$ cat src/rtl/mem_display_ctrl.sv
// Memory display controller: the CPU owns the data memory until "finish", then words are read back for display.
// Optional build macro MEM_DISPLAY_CTRL_DEBOUNCE_EN adds a DB_CYCLES stability filter on each button.
module mem_display_ctrl #(
    parameter logic [31:0] BASE_ADDR  = 32'h0000_0004,
    parameter logic [31:0] LIMIT_ADDR = 32'h0000_03FC,
    parameter int          DB_CYCLES  = 16
) (
    input  logic        clk,
    input  logic        reset,
    input  logic        btn_finish,
    input  logic        btn_next,
    input  logic        cpu_mem_read,
    input  logic        cpu_mem_write,
    input  logic [31:0] cpu_addr,
    input  logic [31:0] cpu_wdata,
    input  logic [31:0] mem_rdata,
    output logic        mem_read,
    output logic        mem_write,
    output logic [31:0] mem_addr,
    output logic [31:0] mem_wdata,
    output logic        cpu_stall,
    output logic [15:0] disp_value,
    output logic        disp_valid,
    output logic [31:0] disp_addr,
    output logic [1:0]  dbg_state_o
);

    typedef enum logic [1:0] {
        S_RUN   = 2'd0,
        S_DRAIN = 2'd1,
        S_FETCH = 2'd2,
        S_SHOW  = 2'd3
    } state_t;

    localparam logic [31:0] BASE_AL = {BASE_ADDR[31:2], 2'b00};

    // Bit 0 is finish, bit 1 is next.
    logic [1:0] btn_raw;
    logic [1:0] sync1_q, sync2_q;
    logic [1:0] fill_q;
    logic [1:0] prev_q;
    logic [1:0] armed_q;
    logic [1:0] btn_lvl;
    logic [1:0] btn_pulse;

    assign btn_raw = {btn_next, btn_finish};

`ifdef MEM_DISPLAY_CTRL_DEBOUNCE_EN
    localparam int CW = (DB_CYCLES < 2) ? 1 : $clog2(DB_CYCLES + 1);

    logic [1:0]    filt_q;
    logic [CW-1:0] db_cnt_q [2];

    // The filtered level only follows the synchronised one after DB_CYCLES disagreeing cycles in a row.
    always_ff @(posedge clk or posedge reset) begin
        if (reset) begin
            filt_q <= '0;
            for (int i = 0; i < 2; i++) db_cnt_q[i] <= '0;
        end else begin
            for (int i = 0; i < 2; i++) begin
                if (sync2_q[i] == filt_q[i]) begin
                    db_cnt_q[i] <= '0;
                end else if (db_cnt_q[i] == CW'(DB_CYCLES - 1)) begin
                    filt_q[i]   <= sync2_q[i];
                    db_cnt_q[i] <= '0;
                end else begin
                    db_cnt_q[i] <= db_cnt_q[i] + CW'(1);
                end
            end
        end
    end

    assign btn_lvl = filt_q;
`else
    assign btn_lvl = sync2_q;
`endif

    // armed_q blocks a pulse until a genuine low sample has been seen, so a button held through reset is inert.
    always_ff @(posedge clk or posedge reset) begin
        if (reset) begin
            sync1_q <= '0;
            sync2_q <= '0;
            fill_q  <= '0;
            prev_q  <= '0;
            armed_q <= '0;
        end else begin
            sync1_q <= btn_raw;
            sync2_q <= sync1_q;
            fill_q  <= {fill_q[0], 1'b1};
            prev_q  <= btn_lvl;
            armed_q <= armed_q | ({2{fill_q[1]}} & ~sync2_q);
        end
    end

    assign btn_pulse = btn_lvl & ~prev_q & armed_q;

    state_t      state_q;
    logic [31:0] disp_addr_q;
    logic [15:0] disp_value_q;
    logic        disp_valid_q;
    logic [32:0] addr_inc;
    logic [31:0] addr_step_d;

    assign addr_inc    = {1'b0, disp_addr_q} + 33'd4;
    assign addr_step_d = (addr_inc > {1'b0, LIMIT_ADDR}) ? BASE_AL : addr_inc[31:0];

    always_ff @(posedge clk or posedge reset) begin
        if (reset) begin
            state_q      <= S_RUN;
            disp_addr_q  <= BASE_AL;
            disp_value_q <= '0;
            disp_valid_q <= 1'b0;
        end else begin
            case (state_q)
                S_RUN: begin
                    if (btn_pulse[0]) state_q <= S_DRAIN;
                end
                S_DRAIN: begin
                    disp_addr_q <= BASE_AL;
                    state_q     <= S_FETCH;
                end
                S_FETCH: begin
                    disp_value_q <= mem_rdata[15:0];
                    disp_valid_q <= 1'b1;
                    state_q      <= S_SHOW;
                end
                S_SHOW: begin
                    // Finish takes priority; a simultaneous next is dropped.
                    if (btn_pulse[0]) begin
                        disp_addr_q  <= BASE_AL;
                        disp_valid_q <= 1'b0;
                        state_q      <= S_FETCH;
                    end else if (btn_pulse[1]) begin
                        disp_addr_q  <= addr_step_d;
                        disp_valid_q <= 1'b0;
                        state_q      <= S_FETCH;
                    end
                end
                default: state_q <= S_RUN;
            endcase
        end
    end

    always_comb begin
        mem_read  = 1'b0;
        mem_write = 1'b0;
        mem_addr  = disp_addr_q;
        mem_wdata = '0;
        case (state_q)
            S_RUN: begin
                mem_read  = cpu_mem_read;
                mem_write = cpu_mem_write;
                mem_addr  = cpu_addr;
                mem_wdata = cpu_wdata;
            end
            S_FETCH: mem_read = 1'b1;
            default: ;
        endcase
    end

    logic unused_rdata_hi;
    assign unused_rdata_hi = ^mem_rdata[31:16];

    assign cpu_stall   = (state_q != S_RUN);
    assign disp_value  = disp_value_q;
    assign disp_valid  = disp_valid_q;
    assign disp_addr   = disp_addr_q;
    assign dbg_state_o = state_q;

endmodule

$ cat config.mk
export PLATFORM = sky130hd
export DESIGN_NAME = mem_display_ctrl
export DESIGN_NICKNAME = d
export VERILOG_FILES = /design/src/rtl/mem_display_ctrl.sv
export SDC_FILE = /design/constraint.sdc
export NUM_CORES = 1
export LEC_CHECK = 0
export CELL_PAD_IN_SITES_DETAIL_PLACEMENT = 1
export CELL_PAD_IN_SITES_GLOBAL_PLACEMENT = 1
export CORE_MARGIN = 4
export CORE_UTILIZATION = 28
export CTS_CLUSTER_SIZE = 28
export DETAILED_ROUTE_END_ITERATION = 8
export GPL_ROUTABILITY_DRIVEN = 1
export PLACE_DENSITY = 0.84
export SLEW_MARGIN = 20
export SYNTH_ARGS = -nofsm -noshare
export SYNTH_HDL_FRONTEND = slang
export SYNTH_SLANG_ARGS = --single-unit
export TNS_END_PERCENT = 20
$ cat constraint.sdc
create_clock -name clk -period 5.25 [get_ports clk]
set_input_delay 1.05 -clock clk [delete_from_list [all_inputs] [get_ports clk]]
set_output_delay 1.05 -clock clk [all_outputs]
set_load 0.005 [all_outputs]
After elaboration in Yosys (flattened, before gate mapping). Index checks and enable logic that the tools add are counted.

Register bits: 61. Word-level logic and storage cells: 44.

Magnitude comparators: 1. Add/sub/neg operators: 1. Reductions and logical operators: 7. Mux-type cells: 15. Bitwise logic cells: 6. Equality and inequality tests: 5.

Operators with widths (count): 32-bit two-way mux (5); 32-bit one-hot mux with 2 select lines (1); 32-bit by 3-bit adder with 33-bit output (second input constant) (1); 33-bit by 10-bit > comparator with 1-bit output (second input constant) (1); 2-bit one-hot mux with 4 select lines (1); 2-bit AND (3); 2-bit two-way mux (3); 2-bit AND reduction (3); 2-bit nonzero test (3); 2-bit equality test (second input constant) (2); 2-bit NOT (2); 1-bit one-hot mux with 2 select lines (2); 1-bit two-way mux (3); 3-bit != test (second input constant) (1); 2-bit by 1-bit equality test with 1-bit output (second input constant) (1); 2-bit zero test (1); 2-bit != test (second input constant) (1); 2-bit OR (1).

Longest topological paths before layout. Gate-level depths: netlist (run 1).

Depth in word-level cells: 6. Gate-level depth with buffers: 9. Mapped depth without buffers: 8.

Worst setup path before layout (run 1). Ideal clock, no wire load.

Path type: flip-flop to flip-flop. Start point: reg disp_addr_q[2] (netlist: disp_addr[2]). End point: reg disp_addr_q[2] (netlist: disp_addr[2]). Library setup time: 82 ps. Data required time: 5168 ps. Path buffers: 0. Cell stages (with the launch flop): 9. Path slack: 2604 ps. Period minus slack after synthesis: 2646 ps. Arrival time: 2564 ps. Path through: dfstp_2 -> ha_1 -> nand3_1 -> nor4_4 -> o311ai_1 -> a221o_1 -> nor4_4 -> nand3_4 -> mux2_4.

Cells in the longest elaborated chain, start to end: 6.

Ends and longest elaborated chain: from (decl) (line 98) `logic [31:0] disp_addr_q;`; from (signal assigned) (line 134) `disp_addr_q <= addr_step_d;`; 32-bit by 3-bit adder with 33-bit output * (line 104) `assign addr_inc = {1'b0, disp_addr_q} + 33'd4;`; 33-bit by 10-bit > comparator with 1-bit output (line 105) `assign addr_step_d = (addr_inc > {1'b0, LIMIT_ADDR}) ? BASE_AL : addr_inc[31:0];`; 32-bit two-way mux * (line 105); 32-bit two-way mux * (line 133) `end else if (btn_pulse[1]) begin`; 32-bit two-way mux * (line 129) `if (btn_pulse[0]) begin`; 32-bit one-hot mux with 2 select lines * (line 114) `case (state_q)`.

Mark *: on every way between the ends. The rest lies on a longest branch, timed or not. The select of a mux whose other input is x is not followed. A chain may end at the register's enable or synchronous reset.

Worst setup path after layout (run 1).
Start point: reg state_q[1] (netlist: dbg_state_o[1]). End point: out mem_addr[20].

Cells in the longest elaborated chain, start to end: 2.

Ends and longest elaborated chain: from (decl) (line 97) `state_t state_q;`; from (signal assigned) (line 109) `state_q <= S_RUN;`; from (signal assigned) (line 116) `if (btn_pulse[0]) state_q <= S_DRAIN;`; from (signal assigned) (line 120) `state_q <= S_FETCH;`; 2-bit zero test (line 149) `case (state_q)`; 32-bit two-way mux (line 149); to (decl) (line 19) `output logic [31:0] mem_addr,`.

No other way between the ends.

==> results.md, run 1 <==
- The overall overflow remaining after global route is 0.
- The run finished with clean final reports.
- The number of cells on the worst reg-to-reg path is 8.
- The clock period could shrink to 3.84 ns.
- Synthesis instantiated 55 different standard cells from the library.
- The most used flip-flop cell after synthesis is sky130_fd_sc_hd__dfrtp_1.
- On the critical path, the stage with the largest delay is an instance of sky130_fd_sc_hd__nor2_4.
- The worst-margin pin slew is 0.776 ns.
- The average detailed-routed wire length per instance is 17.7 um.
- The critical-path maximum fanout is 43.
- In this run, synthesis inferred 0 flip-flops with an integrated enable.
- The number of core rows is 39.
- The first-pass GRT wire length is 19.7 mm.
- The initial antenna violation count is 0.
- TritonCTS built the clock tree.
- Of the synthesized area, sequential elements account for 43.6%.
- The CTS clock-pin slew for the worst setup and hold paths is 0.05 ns.
- The worst hold margin is 0.348 ns.
- The number of global-route vias before repair is 3681.
- The DRC violation count after routing is 0.
- Clock latency on the worst-skew pair, taken at its later pin, is 0.32 ns.
- The worst min-delay path startpoint is fill_q[0]$_DFF_PP0_.
- The clock arrives with 0.00854 ns of skew.
- The number of buffers inserted by port buffering is 201.
- The kind of end point of the critical path is a primary output.
- The source of the worst register-to-register timing path is disp_addr[2]$_DFFE_PP1P_.
- The HPWL after detailed placement is 9.24 mm.
- For this run, the detailed router's first-pass iteration total came to 4.
- The ratio of total power to cell area is 232 nW/um^2.
- The number of nets in the layout is 631.
- The completed layout was analyzed and its total power is 1.35 mW.
- The count of routing violations after the opening detailed-route iteration is 62.
- The worst hold endpoint is fill_q[1]$_DFF_PP0_.
- The final hold violation count is 0.
- The number of storage elements in the synthesis netlist is 59.
- 0 antenna diodes ended up in the layout.
- Of all flip-flops after synthesis, the portion carrying an async set or reset was 100%.
- The maximum number of pins on one net before global-route repair is 60.
- The buffer depth of the longest clock path is 2.
- The data required time of the critical path is 4.20 ns.
- In this run the worst hold path is classified as reg -> reg.
- Each instance of the synthesized netlist takes up on average 10.2 um^2.
- The floorplan step defined a core boundary enclosing 11600 um^2.
- Of the cells placed in the final design, the portion with a size suffix greater than 1 is 13.7%.
- The clock tree synthesis step divided the H-tree into 3 levels.
- The floorplan die area is 13900 um^2.
- Setup violations remaining at the end of the flow were counted as 0.
- The max-slew violation count is 0.
- The total wirelength of the detailed-routed design is 11.9 mm.
- TritonCTS created 9 clock buffers.
- The width of the chip is 118 um.
- The instance count of the mapped netlist is 331.
- Dividing the detail-routed via count by the number of cells gives 4.95.
- 220 I/O pins were placed.
- The quantity of hold-fixing buffers added after cts is 0.
- Setup repair after global routing left no endpoint under its margin.
- The signal on the critical path passes through nor2_4, buf_4, mux2_2, clkdlybuf4s50_1.
- The worst-case IR drop observed on VDD is 0.154 mV.
- Based on the critical path, the design can be clocked at up to 261 MHz.
- Buffers added to address setup during post-CTS repair amount to 0.
- The summed negative setup slack over all endpoints is 0 ns.
- The setup check on the worst reg-to-reg path leaves a slack of 2.12 ns.
- Data arrives at the worst endpoint at 2.79 ns.
- The family with the most delay on the worst path is buffers and inverters.
- In this run the clock root is driven by a sky130_fd_sc_hd__clkbuf_16.
- The worst-case headroom to the max-slew limit is 48.1%.
- Global routing used 17.3% of the available tracks across all layers.
- The remaining number of nets flagged by the antenna check after routing is 0.
- The number of warnings printed during yosys synthesis is 0.
- The area growth from synthesis to final layout is 71.6%.
- The critical setup path kind is reg -> out.
- The worst register-to-register path ends at disp_addr[2]$_DFFE_PP1P_.
- The max-capacitance violation count is 0.
- For this design, the sink count on the clock tree is 59.
- The biggest cell delay along the critical path is 0.66 ns.
- The final route contains 3335 vias.
- The starting density of the core is 29.2%.
- The number of stages on the worst hold path is 0.
- The total leakage power is 2.38 nW.
- The die outline height is 118 um.
- The final period utilization is 73.1%.
- STA classifies the critical path startpoint as a register.
- The count of instances resized after the clock tree is built is 0.
- In this run the cell area of the synthesized design comes to 3390 um^2.
- The number of buffers and inverters on the critical path is 2.
- The final-layout fill cell count is 1298.
- The weighted congestion reported at the end of routability-driven placement is 0.822.
[worst register-to-register path: stages, from the launching register on]
cell                       delay (ns)
sky130_fd_sc_hd__dfstp_2         0.61
sky130_fd_sc_hd__ha_1            0.26
sky130_fd_sc_hd__nand3_1         0.30
sky130_fd_sc_hd__nor4_4          0.42
sky130_fd_sc_hd__o311ai_1        0.18
sky130_fd_sc_hd__a221o_1         0.38
sky130_fd_sc_hd__nor4_4          0.42
sky130_fd_sc_hd__nand3_4         0.19
sky130_fd_sc_hd__mux2_4          0.30
[per-stage QoR]
step	utilization, %	setup slack (ns)	area [um^2]	std cells
after floorplan	-	2.60	3400	332
after global placement	47.6	1.77	5530	659
after detailed placement	47.6	1.67	5530	659
after CTS	50.1	1.33	5820	674
after global routing	50.1	1.21	5820	674
final	50.1	1.41	5820	674
[flip-flops by register name, summed over array words and instances, names as in the netlist, 2 cells and up]
register     cells
armed_q          2
btn_lvl          2
dbg_state_o      2
disp_addr       30
disp_value      16
fill_q           2
prev_q           2
sync1_q          2
[worst max-delay path by stage]
stage                               startpoint                  endpoint  depth (start not counted)
floorplan             disp_addr[2]$_DFFE_PP1P_  disp_addr[2]$_DFFE_PP1P_                          8
global placement    dbg_state_o[1]$_DFFE_PP0P_              mem_addr[20]                          4
detailed placement  dbg_state_o[1]$_DFFE_PP0P_              mem_addr[20]                          4
CTS                 dbg_state_o[1]$_DFFE_PP0P_              mem_addr[20]                          4
global route        dbg_state_o[1]$_DFFE_PP0P_              mem_addr[20]                          4
finish              dbg_state_o[1]$_DFFE_PP0P_              mem_addr[20]                          4
[cell type report]
cell class	instances	area, um^2	area share (%)
clock buffer	9	225	3.87
clock inverter	6	67.6	1.16
inverter	11	41.3	0.709
multi-input combinational	242	1800	30.9
sequential	59	1480	25.4
tap	143	179	3.07
timing repair buffer	204	2030	34.9
[layer usage]
metal,track usage [%],vias up,wire [um],share of wire [%]
met4,3.88,0,148,1.2
li1,-,1552,-,-
met5,0,-,0,0
met2,30.8,151,5970,50
met1,18.6,1623,4620,39
met3,7.98,9,1160,9.8
[power by group]
| group | internal (mW) | total [mW] | switching, mW |
|---|---|---|---|
| clock | 0.364 | 0.568 | 0.204 |
| combinational | 0.171 | 0.255 | 0.0832 |
| sequential | 0.496 | 0.531 | 0.0352 |
| total | 1.03 | 1.35 | 0.322 |
[cell usage in the layout (no fill, tap or decap), drive strengths merged, types with 3 or more instances in the layout]
cell / Yosys / final
a211oi: 3 / 3
nand4: 8 / 8
inv: 11 / 11
buf: 6 / 3
or3: 4 / 4
o22ai: 3 / 3
o21ai: 12 / 12
clkdlybuf4s50: 0 / 201
nor2b: 27 / 27
nand2: 17 / 17
xor2: 3 / 3
xnor2: 6 / 6
nor2: 15 / 15
clkinv: 0 / 3
clkbuf: 14 / 9
a21o: 3 / 3
dfrtp: 58 / 58
nand3: 14 / 14
mux2: 41 / 41
and2: 35 / 35
and3: 5 / 5
nor4: 4 / 4
conb: 2 / 3
a41oi: 5 / 5
nor3: 3 / 3
[Yosys cell counts (3+ instances only)]
master / n / area share, %
sky130_fd_sc_hd__o21ai_0: 12 / 1.8
sky130_fd_sc_hd__nand3_1: 13 / 1.9
sky130_fd_sc_hd__nor2_1: 15 / 1.7
sky130_fd_sc_hd__a211oi_1: 3 / 0.66
sky130_fd_sc_hd__nor2b_1: 27 / 5.0
sky130_fd_sc_hd__dfrtp_1: 58 / 43
sky130_fd_sc_hd__and3_1: 5 / 0.92
sky130_fd_sc_hd__a21o_1: 3 / 0.66
sky130_fd_sc_hd__inv_1: 11 / 1.2
sky130_fd_sc_hd__nor3_1: 3 / 0.44
sky130_fd_sc_hd__a41oi_1: 5 / 1.3
sky130_fd_sc_hd__mux2_2: 40 / 13
sky130_fd_sc_hd__nand2_1: 17 / 1.9
sky130_fd_sc_hd__xnor2_1: 6 / 1.5
sky130_fd_sc_hd__nand4_1: 5 / 0.92
sky130_fd_sc_hd__clkbuf_1: 14 / 1.5
sky130_fd_sc_hd__or3_1: 4 / 0.74
sky130_fd_sc_hd__o22ai_1: 3 / 0.55
sky130_fd_sc_hd__buf_4: 3 / 0.66
sky130_fd_sc_hd__and2_1: 35 / 6.5
sky130_fd_sc_hd__xor2_1: 3 / 0.77
[kinds of logic after synthesis]
logic type      count (synthesis)  share of synthesized area, %
buf+inv                        31                          3.84
xor+xnor                        9                          2.32
simple gates                  145                          26.6
other cells                     2                         0.221
flops                          59                          43.6
compound gates                 41                          8.71
mux                            42                          14.0
fa+ha+maj                       2                         0.738
Note: power is estimated with default switching activity, not from simulation.
==> run 2, diff against run 1 <==
CORE_UTILIZATION = 23   (was 28)
PLACE_DENSITY = 0.74   (was 0.84)
clock period = 3.5 ns   (was 5.25 ns; I/O delays follow)
==> results.md, run 2 (same netlist as run 1, synthesis figures left out) <==
- The maximum number of pins on one net before global-route repair is 46 (-23%).
- The number of cells in the finished layout apart from fillers was 721 (+7.0%).
- The cell at the root of the clock tree is sky130_fd_sc_hd__clkbuf_16.
- The remaining number of nets flagged by the antenna check after routing is 0 (unchanged).
- The most frequent standard cell in the layout excluding fill and tap cells is sky130_fd_sc_hd__clkdlybuf4s50_1.
- The average detailed-routed wire length per instance was 18.1 um (+2.8%).
- The number of global-route vias before repair is 3571 (-3.0%).
- The core area is 14500 um^2 (+25%).
- The buffer count from post-CTS setup fixing is 0 (unchanged).
- The number of core rows was 44 (+13%).
- Subtracting the final worst setup slack from the clock period gives 3.11 ns.
- The summed negative setup slack over all endpoints is 0 ns (unchanged).
- The quantity of hold-fixing buffers added after cts is 0 (unchanged).
- The worst clock skew was 0.00958 ns (+0.00104 ns).
- The first-pass GRT wire length was 20.1 mm (+1.8%).
- The detailed placement HPWL is 10.4 mm (+12%).
- The critical-path maximum fanout is 45 (+4.7%).
- The count of routing violations after the opening detailed-route iteration came to 104 (+68%).
- The reg2reg setup slack is 0.43 ns (-1.69 ns).
- The total global routing track utilization is 15.4% (-1.9 points).
- The number of nets in the layout came to 636 (+0.79%).
- The via total after detailed routing is 3388 (+1.6%).
- The insertion delay of the later-clocked pin in the worst-skew pair is 0.32 ns (about the same).
- Setup repair after global routing left no endpoint under its margin.
- The initial antenna violation count is 0 (unchanged).
- The run finished with clean final reports.
- The worst-case headroom to the max-slew limit is 55.4% (+7.3 points).
- The share of post-route cells with drive strength above 1 is 14.5% (+0.78 points).
- The TritonCTS clock tree is done.
- The number of setup violations in the final report is 0 (unchanged).
- The worst-margin pin slew is 0.668 ns (-0.108 ns).
- The final period utilization is 88.9%.
- The overall overflow remaining after global route was 0 (unchanged).
- The total leakage power was 2.41 nW (+1.1%).
- The number of antenna diodes came to 0 (unchanged).
- The die outline height is 129 um (+9.6%).
- Relative to the synthesized area, the layout overhead comes to 74.1%.
- The buffer depth of the longest clock path was 2 (unchanged).
- The count of instances resized after the clock tree is built is 0 (unchanged).
- The final hold violation count is 0 (unchanged).
- The number of top-level design ports is 220 (unchanged).
- The number of buffers added by the clock tree synthesis step was 9 (unchanged).
- The number of iterations in the first detailed-routing pass is 4 (unchanged).
- The weighted congestion reported at the end of routability-driven placement is 0.818 (-0.41%).
- The critical setup path kind is reg -> out.
- The kind of end point of the critical path is a primary output.
- The number of H-tree levels is 3 (unchanged).
- The floorplan die area is 16800 um^2 (+20%).
- The total wirelength of the detailed-routed design was 13.1 mm (+9.9%).
- The number of flip-flops under the largest register name is 30 (unchanged).
- The starting density of the core is 23.4% (-5.8 points).
- The post-placement cell count was 705 (+7.0%).
- The highest clock rate is 321 MHz.
- The width of the chip is 129 um (+9.6%).
- The DRC violation count after routing is 0 (unchanged).
- In the layout the commonest cells are sky130_fd_sc_hd__clkdlybuf4s50_1, sky130_fd_sc_hd__dfrtp_1, sky130_fd_sc_hd__mux2_2.
- The type of origin of the critical path is a register.
- The worst path arrival time was 2.41 ns (-0.38 ns).
- The CTS clock-pin slew for the worst setup and hold paths is 0.06 ns (about the same).
- The tightest min-delay check is of the reg -> reg type.
- The via density per instance is 4.70 (-5.0%).
- The max-capacitance violation count is 0 (unchanged).
- The number of buffers inserted by port buffering came to 201 (unchanged).
- The max-slew violation count came to 0 (unchanged).
- The highest ir drop seen on vdd was 0.207 mV (+35%).
- The data required time of the critical path is 2.80 ns (-1.40 ns).
- The ratio of total power to cell area was 338 nW/um^2 (+45%).
- The clock sink count is 59 (unchanged).
==> run 2: cell count changes in the layout (fill, tap and decap cells not counted), sizes merged <==
cell,delta
clkinv,+1
inv,+2
bufinv,-1
buf,+5
clkinvlp,-1
==> run 2: final timing paths <==
kind                                             from  cells past startpoint                          to
min in group asynchronous                       reset                      2      disp_valid$_DFFE_PP0P_
min                              sync1_q[1]$_DFF_PP0_                      0        btn_lvl[1]$_DFF_PP0_
min reg2reg                      sync1_q[1]$_DFF_PP0_                      0        btn_lvl[1]$_DFF_PP0_
max                        dbg_state_o[1]$_DFFE_PP0P_                      6                 mem_addr[3]
max in group asynchronous                       reset                      3  disp_value[11]$_DFFE_PP0P_
max reg2reg                  disp_addr[2]$_DFFE_PP1P_                      8    disp_addr[2]$_DFFE_PP1P_
==> run 2: report_power, final <==
| part | internal [mW] | switching, mW |
|---|---|---|
| Clock | 0.483 | 0.331 |
| Sequential | 0.743 | 0.0449 |
| Combinational | 0.262 | 0.130 |
==> run 2: layout make-up <==
cell class / instances / area, um^2
fill: 1617 / 8570
timing repair buffer: 209 / 2080
multi-input combinational: 242 / 1800
sequential: 59 / 1480
tap: 184 / 230
clock buffer: 9 / 225
clock inverter: 7 / 52.6
inverter: 11 / 41.3
==> run 2: critical path: stages (launching register included) <==
cell and delay (ns):
sky130_fd_sc_hd__dfrtp_1 0.48, sky130_fd_sc_hd__nor2_4 0.41, sky130_fd_sc_hd__buf_12 0.26, sky130_fd_sc_hd__buf_4 0.23, sky130_fd_sc_hd__nand2_1 0.06, sky130_fd_sc_hd__o21ai_0 0.07
sky130_fd_sc_hd__clkdlybuf4s50_1 0.54
==> run 2: per-layer routing <==
layer	track usage [%]	wire length [um]
met4	4.95	335
met1	17.4	5060
met3	5.85	1420
met2	26.7	6270
met5	0	0
==> run 2: metrics by stage <==
stage	hold slack [ns]	total power, mW	setup WS [ns]	area [um^2]	utilization (%)
floorplan	0.331	0.922	0.854	3400	-
global placement	0.332	1.19	0.531	5630	38.9
detailed placement	0.336	1.20	0.424	5630	38.9
CTS	0.350	2.03	0.348	5910	40.8
global route	0.361	2.10	0.188	5910	40.8
finish	0.349	1.99	0.390	5910	40.8
